**src/rtl/flash_boot_pkg.sv**
```systemverilog
// Shared types and constants for the flash boot loader.
package flash_boot_pkg;

    typedef enum logic [2:0] {
        IDLE = 3'd0,
        CMD  = 3'd1,
        ADDR = 3'd2,
        DATA = 3'd3,
        DONE = 3'd4
    } boot_state_e;

    localparam logic [7:0]  FLASH_READ_CMD  = 8'h03;
    localparam int unsigned FLASH_ADDR_BITS = 24;

    // States in which the flash is selected and sclk runs.
    function automatic logic state_active(input boot_state_e s);
        return (s == CMD) || (s == ADDR) || (s == DATA);
    endfunction

    // Flash bytes arrive in address order; imem words are little-endian.
    function automatic logic [31:0] bswap32(input logic [31:0] w);
        return {w[7:0], w[15:8], w[23:16], w[31:24]};
    endfunction

endpackage

```
**src/rtl/flash_spi_shifter.sv**
```systemverilog
// SPI mode-0 bit engine: sclk divider, TX/RX shift registers and edge strobes.
module flash_spi_shifter #(
    parameter int unsigned CLK_DIV = 2
) (
    input  logic        clk,
    input  logic        reset_n,
    input  logic        run_i,
    input  logic        load_i,
    input  logic [31:0] load_data_i,
    input  logic        miso_i,
    output logic        sclk_o,
    output logic        mosi_o,
    output logic        rise_o,
    output logic        fall_o,
    output logic [31:0] rx_word_o
);

    localparam int unsigned CntW = (CLK_DIV > 1) ? $clog2(CLK_DIV) : 1;
    localparam logic [CntW-1:0] CntMax = CntW'(CLK_DIV - 1);

    logic [CntW-1:0] div_q;
    logic            sclk_q;
    logic            rise_q;
    logic            fall_q;
    logic [31:0]     tx_q;
    logic [30:0]     rx_q;
    logic            tick;

    assign tick = (div_q == CntMax);

    // rise_q/fall_q mark the first cycle after sclk changes level.
    always_ff @(posedge clk) begin
        if (!reset_n) begin
            div_q  <= '0;
            sclk_q <= 1'b0;
            rise_q <= 1'b0;
            fall_q <= 1'b0;
            tx_q   <= '0;
            rx_q   <= '0;
        end else if (!run_i) begin
            div_q  <= '0;
            sclk_q <= 1'b0;
            rise_q <= 1'b0;
            fall_q <= 1'b0;
            tx_q   <= load_i ? load_data_i : '0;
        end else begin
            rise_q <= 1'b0;
            fall_q <= 1'b0;
            if (tick) begin
                div_q  <= '0;
                sclk_q <= ~sclk_q;
                if (sclk_q) begin
                    fall_q <= 1'b1;
                    tx_q   <= {tx_q[30:0], 1'b0};
                end else begin
                    rise_q <= 1'b1;
                end
            end else begin
                div_q <= div_q + CntW'(1);
            end
            if (rise_q) begin
                rx_q <= {rx_q[29:0], miso_i};
            end
        end
    end

    assign sclk_o    = sclk_q;
    assign mosi_o    = tx_q[31];
    assign rise_o    = rise_q;
    assign fall_o    = fall_q;
    assign rx_word_o = {rx_q, miso_i};

endmodule

```
**src/rtl/flash_boot_loader.sv**
```systemverilog
// Boot front-end: streams the boot image from SPI flash into imem, then releases the core.
module flash_boot_loader
    import flash_boot_pkg::*;
#(
    parameter int unsigned                    IMEM_DEPTH = 32 * 1024,
    parameter int unsigned                    BOOT_WORDS = 1024,
    parameter logic [FLASH_ADDR_BITS-1:0]     FLASH_BASE = 24'h000000,
    parameter int unsigned                    CLK_DIV    = 2
) (
    input  logic                          clk,
    input  logic                          reset_n,
    input  logic                          i_boot_bypass,
    output logic                          o_flash_sclk,
    output logic                          o_flash_cs_n,
    output logic                          o_flash_mosi,
    input  logic                          i_flash_miso,
    output logic                          o_imem_we,
    output logic [$clog2(IMEM_DEPTH)-1:0] o_imem_addr,
    output logic [31:0]                   o_imem_wdata,
    output logic                          o_core_reset_n,
    output logic                          o_boot_done
);

    localparam int unsigned AW = $clog2(IMEM_DEPTH);
    localparam logic [AW-1:0] LastWord = AW'(BOOT_WORDS - 1);

    if (IMEM_DEPTH < 2 || BOOT_WORDS == 0 || BOOT_WORDS > IMEM_DEPTH) begin : g_bad_boot_words
        $error("flash_boot_loader: BOOT_WORDS must be in 1..IMEM_DEPTH");
    end
    if (CLK_DIV == 0) begin : g_bad_clk_div
        $error("flash_boot_loader: CLK_DIV must be at least 1");
    end

    boot_state_e   state_q;
    boot_state_e   state_d;
    logic [4:0]    bit_cnt_q;
    logic [AW-1:0] word_cnt_q;
    logic          last_q;
    logic          cs_n_q;
    logic          we_q;
    logic [AW-1:0] addr_q;
    logic [31:0]   wdata_q;
    logic          core_reset_n_q;
    logic          boot_done_q;

    logic          spi_run;
    logic          spi_load;
    logic          spi_rise;
    logic          spi_fall;
    logic          spi_sclk;
    logic          spi_mosi;
    logic [31:0]   spi_rx_word;
    logic          word_end;

    always_comb begin
        state_d = state_q;
        case (state_q)
            IDLE:    state_d = i_boot_bypass ? DONE : CMD;
            CMD:     if (spi_rise && bit_cnt_q == 5'd7) state_d = ADDR;
            ADDR:    if (spi_rise && bit_cnt_q == 5'd31) state_d = DATA;
            DATA:    if (spi_fall && last_q) state_d = DONE;
            DONE:    state_d = DONE;
            default: state_d = IDLE;
        endcase
    end

    // Gating on both states keeps the divider at zero in the first CMD cycle
    // and parks sclk low in the same edge that enters DONE.
    assign spi_run  = state_active(state_q) && state_active(state_d);
    assign spi_load = (state_q == IDLE) && (state_d == CMD);
    assign word_end = (state_q == DATA) && spi_rise && (bit_cnt_q == 5'd31);

    always_ff @(posedge clk) begin
        if (!reset_n) begin
            state_q        <= IDLE;
            bit_cnt_q      <= '0;
            word_cnt_q     <= '0;
            last_q         <= 1'b0;
            cs_n_q         <= 1'b1;
            we_q           <= 1'b0;
            addr_q         <= '0;
            wdata_q        <= '0;
            core_reset_n_q <= 1'b0;
            boot_done_q    <= 1'b0;
        end else begin
            state_q <= state_d;
            cs_n_q  <= !state_active(state_d);
            we_q    <= word_end;
            if (spi_rise) begin
                bit_cnt_q <= bit_cnt_q + 5'd1;
            end
            if (word_end) begin
                addr_q  <= word_cnt_q;
                wdata_q <= bswap32(spi_rx_word);
                if (word_cnt_q == LastWord) begin
                    last_q <= 1'b1;
                end else begin
                    word_cnt_q <= word_cnt_q + AW'(1);
                end
            end
            if (state_d == DONE) begin
                core_reset_n_q <= 1'b1;
                boot_done_q    <= 1'b1;
            end
        end
    end

    flash_spi_shifter #(
        .CLK_DIV(CLK_DIV)
    ) u_shifter (
        .clk        (clk),
        .reset_n    (reset_n),
        .run_i      (spi_run),
        .load_i     (spi_load),
        .load_data_i({FLASH_READ_CMD, FLASH_BASE}),
        .miso_i     (i_flash_miso),
        .sclk_o     (spi_sclk),
        .mosi_o     (spi_mosi),
        .rise_o     (spi_rise),
        .fall_o     (spi_fall),
        .rx_word_o  (spi_rx_word)
    );

    assign o_flash_sclk   = spi_sclk;
    assign o_flash_mosi   = spi_mosi;
    assign o_flash_cs_n   = cs_n_q;
    assign o_imem_we      = we_q;
    assign o_imem_addr    = addr_q;
    assign o_imem_wdata   = wdata_q;
    assign o_core_reset_n = core_reset_n_q;
    assign o_boot_done    = boot_done_q;

endmodule

```
**config.mk**
```make
export PLATFORM = sky130hd
export DESIGN_NAME = flash_boot_loader
export DESIGN_NICKNAME = d
export VERILOG_FILES = /design/src/rtl/flash_boot_pkg.sv /design/src/rtl/flash_spi_shifter.sv /design/src/rtl/flash_boot_loader.sv
export SDC_FILE = /design/constraint.sdc
export NUM_CORES = 1
export LEC_CHECK = 0
export ABC_AREA = 1
export CAP_MARGIN = 5
export CORE_ASPECT_RATIO = 1.25
export CORE_MARGIN = 5
export CORE_UTILIZATION = 55
export CTS_CLUSTER_DIAMETER = 200
export DETAILED_ROUTE_END_ITERATION = 12
export HOLD_SLACK_MARGIN = 0.06
export PLACE_DENSITY = 0.88
export SLEW_MARGIN = 20
export SYNTH_ARGS = -nofsm -noshare
export SYNTH_HDL_FRONTEND = slang
export SYNTH_SLANG_ARGS = --single-unit
```
**constraint.sdc**
```tcl
create_clock -name clk -period 1.95 [get_ports clk]
set_input_delay 0.39 -clock clk [delete_from_list [all_inputs] [get_ports clk]]
set_output_delay 0.39 -clock clk [all_outputs]
set_load 0.01 [all_outputs]
```
## Yosys cells after proc, flatten, opt, wreduce, memory -nomap -nowiden

Index checks and enable logic that the tools add are counted.

| storage, ports and cells | value |
|---|---|
| register bits | 141 |
| bits of input ports | 4 |
| output and inout bits | 53 |
| logic and storage cells | 66 |

| cells by class | value |
|---|---|
| $add $sub $neg | 3 |
| equal/unequal tests | 13 |
| multiplexer cells | 11 |
| bitwise gates (word level) | 4 |
| reduce and logical (&&, ||, !) cells | 20 |

Operators by type and width:

| operator | count |
|---|---|
| two-way mux 32 bit | 3 |
| two-way mux 26 bit | 1 |
| adder 15 x 1 -> 15 bit (second input constant) | 1 |
| equality test 15 x 10 -> 1 bit (second input constant) | 1 |
| case mux 3 bit (5 select lines) | 1 |
| equality test 3 x 2 -> 1 bit (second input constant) | 4 |
| two-way mux 3 bit | 4 |
| AND reduction 2 bit | 5 |
| logical AND 1 bit | 7 |
| equality test 3 x 1 -> 1 bit (second input constant) | 2 |
| equality test 3 bit (second input constant) | 2 |
| adder 5 x 1 -> 5 bit (second input constant) | 1 |
| equality test 5 x 3 -> 1 bit (second input constant) | 1 |
| equality test 5 bit (second input constant) | 1 |
| logical OR 1 bit | 4 |
| != test 2 bit (second input constant) | 2 |
| inverter 1 bit | 4 |
| zero test 3 bit | 1 |
| AND reduction 3 bit | 1 |
| OR reduction 3 bit | 1 |
| two-way mux 1 bit | 2 |
| adder 1 bit (second input constant) | 1 |
| zero test 1 bit | 1 |

## Logic depth before layout (Yosys ltp)

Gate-level depths: netlist of the first run.

| logic depth | value |
|---|---|
| depth in word-level cells | 10 |
| depth in mapped cells | 11 |
| mapped depth without buffers | 10 |

## Hierarchy

Synthesis of the first run repeated with hierarchy kept, for this count alone.

| second synthesis, totals | value |
|---|---|
| cells, all modules | 890 |
| area total of the unflattened synthesis | 6,247.2 um^2 |

Modules (own cells, without submodules):

| module | instances | cells an instance | area each (um^2) | sequential area each (um^2) |
|---|---|---|---|---|
| flash_boot_loader | 1 | 435 | 3,166.8 | 1,481.4 |
| flash_spi_shifter | 1 | 455 | 3,080.5 | 1,341.3 |

## Worst setup path before layout of the first run

OpenSTA, ideal clock, no wires.

| timing | value |
|---|---|
| path kind | register to register |
| start point | reg bit_cnt_q[1] |
| end point | reg word_cnt_q[7] |
| setup time | 0.131 ns |
| arrival | 1.525 ns |
| data required time | 1.819 ns |
| setup slack | 0.295 ns |
| cell stages (with the launch flop) | 12 |
| path buffers | 2 |
| cells stage by stage | dfxtp_1 ha_1 nand2_1 nor2_1 ha_1 nand2_1 nor3_4 buf_6 nand2_2 buf_6 nand2_1 a21oi_2 |

| on the way | value |
|---|---|
| longest elaborated chain between the ends | 3 |

RTL lines:

| what | RTL line | RTL |
|---|---|---|
| start: declaration | flash_boot_loader.sv:36 | `logic [4:0] bit_cnt_q;` |
| start signal: assignment | flash_boot_loader.sv:90 | `bit_cnt_q <= bit_cnt_q + 5'd1;` |
| equality test 5 bit | flash_boot_loader.sv:71 | `assign word_end = (state_q == DATA) && spi_rise && (bit_cnt_q == 5'd31);` |
| logical AND 1 bit | flash_boot_loader.sv:71 |  |
| AND reduction 2 bit (no source line) | n/a |  |
| end signal: assignment | flash_boot_loader.sv:98 | `word_cnt_q <= word_cnt_q + AW'(1);` |
| end: declaration | flash_boot_loader.sv:37 | `logic [AW-1:0] word_cnt_q;` |

No other way between the ends.
A chain may end at the register's enable or synchronous reset.

## Worst setup path in the final report of the first run

| timing | value |
|---|---|
| start point | reg bit_cnt_q[1] |
| end point | reg word_cnt_q[14] |

Same word-level chain as after synthesis.

==> results of run 1 <==
-- synthesized netlist by cell type (2+ instances only) --
library cell,n
buf_6,7
dfxtp_1,117
nand3_1,12
xor2_1,3
a31oi_1,5
clkbuf_1,11
nor3_1,4
ha_1,3
nand2_2,4
nand2_1,133
inv_1,52
o21ai_0,32
o21ai_1,30
buf_2,11
nor2_4,3
nor2_1,127
nand4_1,11
buf_4,2
a21oi_1,51
nor2_2,2
-- kinds of logic (layout without fill, tap and decap cells) --
family,count (synthesis),after routing,synth area share [%]
adder cells (fa/ha/maj),3,3,0.796
flip-flops,117,117,49.6
AND/OR/NAND/NOR,302,302,26.9
XOR/XNOR,4,4,0.743
buffers and inverters,88,162,8.62
AO/OA/AOI/OAI,121,121,13.3
-- metal layers --
layer | wire, µm | part of all wire (%)
met2 | 6250 | 50
met1 | 4920 | 39
met5 | 0 | 0
met3 | 797 | 6.4
met4 | 568 | 4.5
-- worst paths after layout --
check / from / depth (start not counted) / slack, ns / to
worst min register to register: u_shifter.rx_q[30] / 2 / 0.46 / o_imem_wdata[7]
worst min-delay path: reset_n / 2 / 0.17 / last_q
worst max-delay path: bit_cnt_q[1] / 11 / -0.02 / word_cnt_q[14]
worst max register to register: bit_cnt_q[1] / 11 / -0.02 / word_cnt_q[14]
-- worst max-delay path: stages, from the launching register on --
cell     delay, ns
dfxtp_4       0.36
ha_4          0.16
nand2_4       0.06
nor2_4        0.11
ha_2          0.20
nand2_4       0.07
nor3_4        0.26
inv_2         0.09
a21oi_4       0.19
buf_6         0.16
nand2_2       0.06
a21oi_2       0.17
-- power by group through the flow --
| stage | sequential, mW | combinational, mW | clock, mW |
|---|---|---|---|
| final | 2.42 | 0.139 | 2.95 |
| after global routing | 2.42 | 0.149 | 3.09 |
| after CTS | 2.42 | 0.132 | 2.94 |
| after detailed placement | 2.47 | 0.128 | 0 |
| after global placement | 2.47 | 0.124 | 0 |
| after floorplan | 2.47 | 0.0856 | 0 |
-- registers in the layout, indices dropped and copies added, names as in the netlist, 3 cells and up --
register        flops
bit_cnt_q           5
state_q             3
u_shifter.tx_q      8
u_shifter.rx_q     31
word_cnt_q         15
o_imem_addr        15
o_imem_wdata       32
-- stage by stage --
stage	worst slack [ns]	TNS [ns]	power [mW]	cells
2_1_floorplan	0.295	0	2.56	635
3_3_place_gp	0.148	0	2.60	766
3_5_place_dp	0.00573	0	2.60	766
4_1_cts	0.0129	0	5.49	800
5_1_grt	-0.0727	-0.703	5.66	806
6_report	-0.0187	-0.0187	5.51	806
-- layout make-up --
type | count | area, µm²
inverter | 55 | 208
clock inverter | 9 | 104
clock buffer | 22 | 453
sequential | 117 | 2350
fill | 529 | 2230
timing repair buffer | 76 | 781
tap | 97 | 121
multi-input combinational | 430 | 2040
-- timing repair --
| item | 4_1_cts | 5_1_grt |
|---|---|---|
| gates cloned | 0 | 2 |
| setup buffers | 3 | 4 |
| hold buffers | 0 | 0 |
| pin swaps | 0 | 7 |
| endpoints found under the setup margin | 13 | 63 |
| gates resized for setup | 1 | 24 |
==> qor.yml, run 1 <==
status: "finished with violations"
violations: "negative setup slack"
layout_common_cells: "nand2_1 (129), nor2_1 (126), dfxtp_1 (115)"
drcViolationCount: 0
cts_tree: "done"
p_leak_nw: 2.66
drt-initial-drc-count: 407
dieArea_um2: 10500
grt_use_met3_pct: 5.80
hold_violations: 0
maxSlewViolCount: 0
yosys_warnings: 0
final_nets: 704
skew_ns: 0.00877
start_util_pct: 56.9
dpl-instance-area_um2: 5300
first_global_vias: 4183
met1_usage_pct: 25.5
critPathRequiredTime_ns: 2.38
peakVddDrop_uv: 602
setup_viol: 1
ant_nets: 0
ys_ff_latch: 117
synth_area_leaders: "dfxtp_1 (50%), nand2_1 (11%), nor2_1 (10%)"
ctsLongestPathBuffers: 2
synthCells: 635
p_per_area_nw_per_um2: 910
pwr-share-comb_pct: 2.5
die_x_um: 92.8
viasPerCell: 5.57
routabilityCongestion: 0.849
grtUsageTotal_pct: 22.6
fp-row-count: 37
clock_sinks: 117
worstMarginPinSlew_ns: 0.616
worstSetupEndpointType: "flip-flop"
drive_gt1_share_pct: 11.3
clkPwrFrac_pct: 53.5
ys_types: 35
yosys_most_used_dff: "dfxtp_1"
crit_fanout: 5
critPathKind: "reg -> reg"
fin_ws_ns: -0.0187
grt_pass1_wl_um: 19300
drt-pass1-iter-count: 6
whs_ns: 0.174
grt_max_degree: 69
wl_um: 12500
synth_top_area_share_pct: 49.6
async_flop_share_pct: 0
fin_area_um2: 6050
coreArea_um2: 8290
min_period_over_period_pct: 101
wl_per_cell_um: 15.6
maxCapViolCount: 0
min_period_ns: 1.97
clkLatencyLatePin_ns: 0.52
clk_pin_slew_ns: 0.06
cp-start-kind: "flip-flop"
seq_area_frac_synth_pct: 49.6
ios: 57
use_met2_pct: 39.5
p_seq_share_pct: 44.0
hpwl_um: 7040
syn_area_per_cell_um2: 7.43
layout_commonest_cell: "nand2_1"
gr-total-overflow: 0
worstPathArrival_ns: 2.40
max_freq_ghz: 0.508
h-tree-depth: 4
mappedNetlistArea_um2: 4720
fin_util_pct: 73.0
syn2layout_area_growth_pct: 28.3
die_height_um: 114
cts_buffers: 17
synth-edff-count: 0
root_buffer: "clkbuf_8"
netSwitchingPower_mw: 1.19
io_buffers: 56
diodes: 0
relSlewSlack_pct: 58.7
antenna_found_initial: 0
busiest_layer: "met2"
power.internal_mw: 4.32
hp-class: "in -> reg"
synth_top_cell_by_area: "dfxtp_1"
vias: 4486
switching_share_pct: 21.6
synth_nets: 642
(Power assumes the default switching activity.)
==> inputs of run 2 (changes only) <==
--- a/config.mk
+++ b/config.mk
@@ -9,11 +9,12 @@
 export CAP_MARGIN = 5
 export CORE_ASPECT_RATIO = 1.25
 export CORE_MARGIN = 5
-export CORE_UTILIZATION = 55
+export CORE_UTILIZATION = 50
 export CTS_CLUSTER_DIAMETER = 200
 export DETAILED_ROUTE_END_ITERATION = 12
 export HOLD_SLACK_MARGIN = 0.06
-export PLACE_DENSITY = 0.88
+export MAX_ROUTING_LAYER = met4
+export PLACE_DENSITY = 0.85
 export SLEW_MARGIN = 20
 export SYNTH_ARGS = -nofsm -noshare
 export SYNTH_HDL_FRONTEND = slang
==> constraint.sdc (replaced) <==
create_clock -name clk -period 1.8 [get_ports clk]
set_input_delay 0.36 -clock clk [delete_from_list [all_inputs] [get_ports clk]]
set_output_delay 0.36 -clock clk [all_outputs]
set_load 0.01 [all_outputs]
==> run 2 against run 1 <==
Wire length up 1.5%. Via count down 0.22%. Critical endpoint is now word_cnt_q[6]. Clock power up 24%. The run still ends with negative setup slack left. Highest routed layer unchanged. Die area up 9.0%. Worst hold slack better by 0.17 ns. Sequential cell count unchanged.
==> qor.yml, run 2 (synthesis results as in run 1) <==
seqCellArea_um2: 2340  # -0.21%
min_period_ns: 1.86  # -0.109 ns
dp_cells: 800  # +4.4%
worstHoldEndpoint: "word_cnt_q[8]"
layout_commonest_cell: "nand2_1"
worstMarginPinSlew_ns: 0.628  # +0.0122 ns
rsz0062_at_grt: "yes"
hp-start: "reset_n"
fp-row-count: 39  # +5.4%
hold-path-cell-count: 3  # +1
ctsLongestPathBuffers: 2  # unchanged
met1_usage_pct: 22.7  # -2.8 points
clkLatencyLatePin_ns: 0.42  # -0.10 ns
routabilityCongestion: 0.860  # +1.3%
h-tree-depth: 4  # unchanged
layout_common_cells: "nand2_1 (127), nor2_1 (126), dfxtp_1 (115)"
grt_max_degree: 46  # -33%
start_util_pct: 51.4  # -5.5 points
hp-class: "in -> reg"
power.total_mw: 6.44  # +17%
max_freq_ghz: 0.538  # +5.8%
ant_nets: 0  # unchanged
r2r_start: "bit_cnt_q[0]"
clk_pin_slew_ns: 0.05  # about the same
dieArea_um2: 11500  # +9.0%
critPathKind: "reg -> reg"
cts_buffers: 17  # unchanged
crit_fanout: 7  # +2
p_leak_nw: 2.82  # +6.0%
peakVddDrop_uv: 666  # +11%
skew_ns: 0.00798  # -0.000789 ns
drt-initial-drc-count: 292  # -28%
ios: 57  # unchanged
worstPathArrival_ns: 2.20  # -0.20 ns
largest_reg_flops: 32  # unchanged
drt-pass1-iter-count: 7  # +1
critPathRequiredTime_ns: 2.14  # -0.24 ns
coreArea_um2: 9170  # +11%
clock_sinks: 117  # unchanged
die_x_um: 96.9  # +4.4%
r2r_end: "word_cnt_q[6]"
viasPerCell: 5.28  # -5.1%
worstSetupEndpointType: "flip-flop"
min_period_over_period_pct: 103  # +2.4 points
grtUsageTotal_pct: 21.2  # -1.4 points
drive_gt1_share_pct: 18.9  # +7.6 points
fin_ws_ns: -0.0601  # -0.0413 ns
violations: "negative setup slack"
diodes: 0  # unchanged
die_height_um: 119  # +4.5%
reg2reg_slack_ns: -0.06  # -0.04 ns
wl_per_cell_um: 15.0  # -3.4%
io_buffers: 56  # unchanged
fin_area_um2: 6590  # +8.8%
drcViolationCount: 0  # unchanged
grt_use_met3_pct: 6.13  # +0.32 points
wl_um: 12700  # +1.5%
first_global_vias: 4247  # +1.5%
status: "finished with violations"
maxSlewViolCount: 0  # unchanged
root_buffer: "clkbuf_16"
hpwl_um: 7320  # +4.0%
maxCapViolCount: 0  # unchanged
layout.cells.non_filler: 847  # +5.1%
nFillCells: 651  # +23%
cp-start-kind: "flip-flop"
vias: 4476  # -0.22%
busiest_layer: "met2"
grt_pass1_wl_um: 19500  # +0.89%
cts_tree: "done"
syn2layout_area_growth_pct: 39.6
gr-total-overflow: 0  # unchanged
relSlewSlack_pct: 57.9  # -0.82 points
multi_input_area_um2: 2190  # +7.7%
hold_buffers: 0  # unchanged
reg2regPathDepth: 12  # +1
setup_viol: 12  # +11
antenna_found_initial: 0  # unchanged
final_nets: 719  # +2.1%
hold_violations: 0  # unchanged
dpl-instance-area_um2: 5470  # +3.2%
p_per_area_nw_per_um2: 978  # +7.4%
use_met2_pct: 37.1  # -2.4 points
[run 2: cell count changes in the layout (fill, tap and decap cells not counted), moves of 3 or more]
cell	before	now
nand2_2	5	9
a21oi_1	46	34
o21ai_1	30	7
clkbuf_1	3	0
buf_6	4	7
o21ai_2	0	22
buf_12	2	10
o21ai_4	0	3
a21oi_2	6	18
[run 2: worst max-delay path by stage]
stage                       startpoint                to  slack (ns)  cells after the start
after floorplan           bit_cnt_q[1]     word_cnt_q[7]        0.14                     11
after global placement    bit_cnt_q[0]     word_cnt_q[8]      -0.008                     10
after detailed placement  bit_cnt_q[0]   o_imem_addr[11]        -0.1                      9
after CTS                 bit_cnt_q[1]  o_imem_wdata[15]       -0.03                     11
after global routing      bit_cnt_q[0]     word_cnt_q[6]       -0.15                     12
final                     bit_cnt_q[0]     word_cnt_q[6]       -0.06                     12
[run 2: routing by layer]
layer / up-vias / share of wire (%)
met3: 38 / 6.0
met1: 2074 / 38
met4: 0 / 3.1
li1: 2179 / -
met2: 185 / 53
met5: - / 0
[run 2: cell type report]
class	count	area share (%)
flip-flops and latches	117	35.6
inverters	55	3.19
repair buffers	91	15.8
clock inverters	9	2.24
clock buffers	22	7.51
multi-input cells	430	33.3
well taps	123	2.34
[run 2: through the flow]
stage          hold slack [ns]  utilization (%)  TNS (ns)  setup WS (ns)
6_report                 0.347             71.8    -0.420        -0.0601
5_1_grt                  0.382             71.8     -2.66         -0.152
4_1_cts                  0.330             68.5    -0.297        -0.0322
3_5_place_dp             0.441             59.6     -1.02        -0.0963
3_3_place_gp             0.431             59.6  -0.00789       -0.00789
2_1_floorplan            0.423                -         0          0.145
[run 2: report_power, final]
part	internal [mW]	switching, mW
Clock	2.48	1.17
Combinational	0.0619	0.105
Sequential	2.61	0.0171
[run 2: critical path, stage by stage (launching register included)]
cell and delay (ns):
dfxtp_2 0.35, ha_4 0.16, nand2_4 0.06, nor2_4 0.10, ha_2 0.18, nand2_2 0.07, nor3_4 0.18, buf_6 0.15
inv_4 0.04, a21oi_4 0.14, buf_6 0.16, nand2_2 0.07, a21oi_2 0.12
[run 2: repair_timing]
item / in CTS / in global routing
gates resized for setup: 19 / 57
cloned: 2 / 4
pin swaps: 5 / 6
endpoints found under the setup margin: 56 / 63
buffers inserted: 7 / 4
==> inputs of run 3 (changes only) <==
==> constraint.sdc (replaced) <==
create_clock -name clk -period 1.5 [get_ports clk]
set_input_delay 0.3 -clock clk [delete_from_list [all_inputs] [get_ports clk]]
set_output_delay 0.3 -clock clk [all_outputs]
set_load 0.01 [all_outputs]
==> run 3 against run 2 <==
The run still ends with negative setup slack left. Critical endpoint is now o_imem_addr[14]. Worst hold slack worse by 0.069 ns. Worst setup slack got worse by 0.24 ns. Global-route usage is 0.70 points lower. Wire length fell by 7.0%. Register-to-register slack lost 0.24 ns. Clock skew shrank 0.0028 ns. Via count decreased by 1.8%. Clock power is 14% higher. Combinational power up 18%. Die area is the same. Cell count increased by 0.83%.
==> qor.yml, run 3 (synthesis results as in run 1) <==
relSlewSlack_pct: 72.4  # +15 points
worstPathArrival_ns: 2.13  # -0.07 ns
nFillCells: 718  # +10%
drt-initial-drc-count: 243  # -17%
switching_share_pct: 20.4  # +0.41 points
p_per_area_nw_per_um2: 1170  # +20%
fin_ws_ns: -0.300  # -0.240 ns
routabilityCongestion: 0.873  # +1.5%
hold_violations: 0  # unchanged
clkLatencyLatePin_ns: 0.42  # about the same
dieArea_um2: 11500  # unchanged
cts_buffers: 17  # unchanged
pwr-share-comb_pct: 2.6  # about the same
h-tree-depth: 4  # unchanged
antenna_found_initial: 0  # unchanged
critPathRequiredTime_ns: 1.83  # -0.31 ns
power.internal_mw: 5.97  # +16%
largest_reg_flops: 32  # unchanged
max_freq_ghz: 0.556  # +3.3%
syn2layout_area_growth_pct: 35.9
reg2reg_slack_ns: -0.30  # -0.24 ns
grt_max_degree: 50  # +8.7%
drive_gt1_share_pct: 17.0  # -2.0 points
layout_commonest_cell: "nand2_1"
io_buffers: 56  # unchanged
power.total_mw: 7.50  # +16%
hpwl_um: 7370  # +0.72%
min_period_over_period_pct: 120  # +17 points
worstMarginPinSlew_ns: 0.412  # -0.216 ns
grt_pass1_wl_um: 19000  # -2.6%
hp-class: "in -> reg"
clock_sinks: 117  # unchanged
p_leak_nw: 3.06  # +8.5%
skew_ns: 0.00519  # -0.00279 ns
ctsLongestPathBuffers: 2  # unchanged
die_height_um: 119  # unchanged
viasPerCell: 5.15  # -2.6%
die_x_um: 96.9  # unchanged
vias: 4395  # -1.8%
cp-startpoint: "bit_cnt_q[0]"
p_seq_share_pct: 42.0  # +1.2 points
first_global_vias: 4310  # +1.5%
maxCapViolCount: 0  # unchanged
fp-row-count: 39  # unchanged
min_period_ns: 1.80  # -0.0602 ns
clk_pin_slew_ns: 0.05  # about the same
crit_fanout: 9  # +2
coreArea_um2: 9170  # unchanged
hold_buffers: 0  # unchanged
rsz0062_at_grt: "yes"
netSwitchingPower_mw: 1.53  # +19%
drt-pass1-iter-count: 5  # -2
start_util_pct: 51.4  # unchanged
drcViolationCount: 0  # unchanged
grtUsageTotal_pct: 20.5  # -0.70 points
hp-start: "reset_n"
violations: "negative setup slack"
critPathKind: "reg -> reg"
setup_viol: 63  # +51
seqCellArea_um2: 2350  # about the same
ios: 57  # unchanged
peakVddDrop_uv: 866  # +30%
r2r_start: "bit_cnt_q[0]"
setup_tns_ns: -11.67  # -11.25 ns
cts_tree: "done"
fin_util_pct: 69.9  # -1.9 points
cp-start-kind: "flip-flop"
multi_input_area_um2: 2170  # -1.2%
clkPwrFrac_pct: 55.4  # -1.2 points
root_buffer: "clkbuf_16"
gr-total-overflow: 0  # unchanged
worstSetupEndpointType: "flip-flop"
ant_nets: 0  # unchanged
maxSlewViolCount: 0  # unchanged
wl_um: 11800  # -7.0%
layout_common_cells: "nand2_1 (128), nor2_1 (124), dfxtp_1 (114)"
final_nets: 726  # +0.97%
status: "finished with violations"
wl_per_cell_um: 13.9  # -7.7%
diodes: 0  # unchanged
==> run 3: critical path: stages (launching register included) <==
cell and delay, ns:
dfxtp_2 0.35, ha_4 0.15, nand2_4 0.06, nor2_4 0.10, ha_4 0.14, nand2_4 0.06, nor3_4 0.19, buf_6 0.23
clkbuf_16 0.18, o21ai_0 0.08, a21oi_1 0.17
==> run 3: repair_timing <==
item | CTS | global route
gates cloned | 1 | 3
hold endpoints to repair | 0 | 0
resized for setup | 63 | 38
setup buffers | 2 | 1
pin swaps | 2 | 1
endpoints found under the setup margin | 115 | 93
==> run 3: area by class of cell <==
class | count | share of cell area, %
multi-input cells | 431 | 33.8
flip-flops and latches | 117 | 36.6
well taps | 123 | 2.40
inverters | 55 | 3.24
clock inverters | 9 | 1.95
repair buffers | 97 | 14.5
clock buffers | 22 | 7.55
==> run 3: power groups by stage <==
stage | clock (mW) | combinational, mW | sequential [mW]
after floorplan | 0 | 0.112 | 3.21
after global placement | 0 | 0.184 | 3.21
after detailed placement | 0 | 0.192 | 3.21
after CTS | 4.19 | 0.187 | 3.15
after global routing | 4.35 | 0.217 | 3.15
final | 4.15 | 0.197 | 3.15
==> run 3: path summary, 6_finish.rpt <==
check,cells after the start,endpoint
min reg2reg,1,last_q
max,10,o_imem_addr[14]
min,3,o_boot_done
max reg2reg,10,o_imem_addr[14]
==> run 3: per-layer routing <==
layer  track usage [%]  share of wire (%)
met5                 -                  0
met2              34.6                 52
met1              22.1                 41
met3              6.60                4.9
met4              8.60                2.1
==> run 3: per-stage QoR <==
step	cells	hold slack, ns	worst slack, ns	instance area, µm²
after floorplan	635	0.421	-0.105	4750
after global routing	854	0.296	-0.363	6410
after CTS	851	0.269	-0.214	6210
final	854	0.278	-0.300	6410
after detailed placement	817	0.456	-0.195	5610
after global placement	817	0.432	-0.160	5610
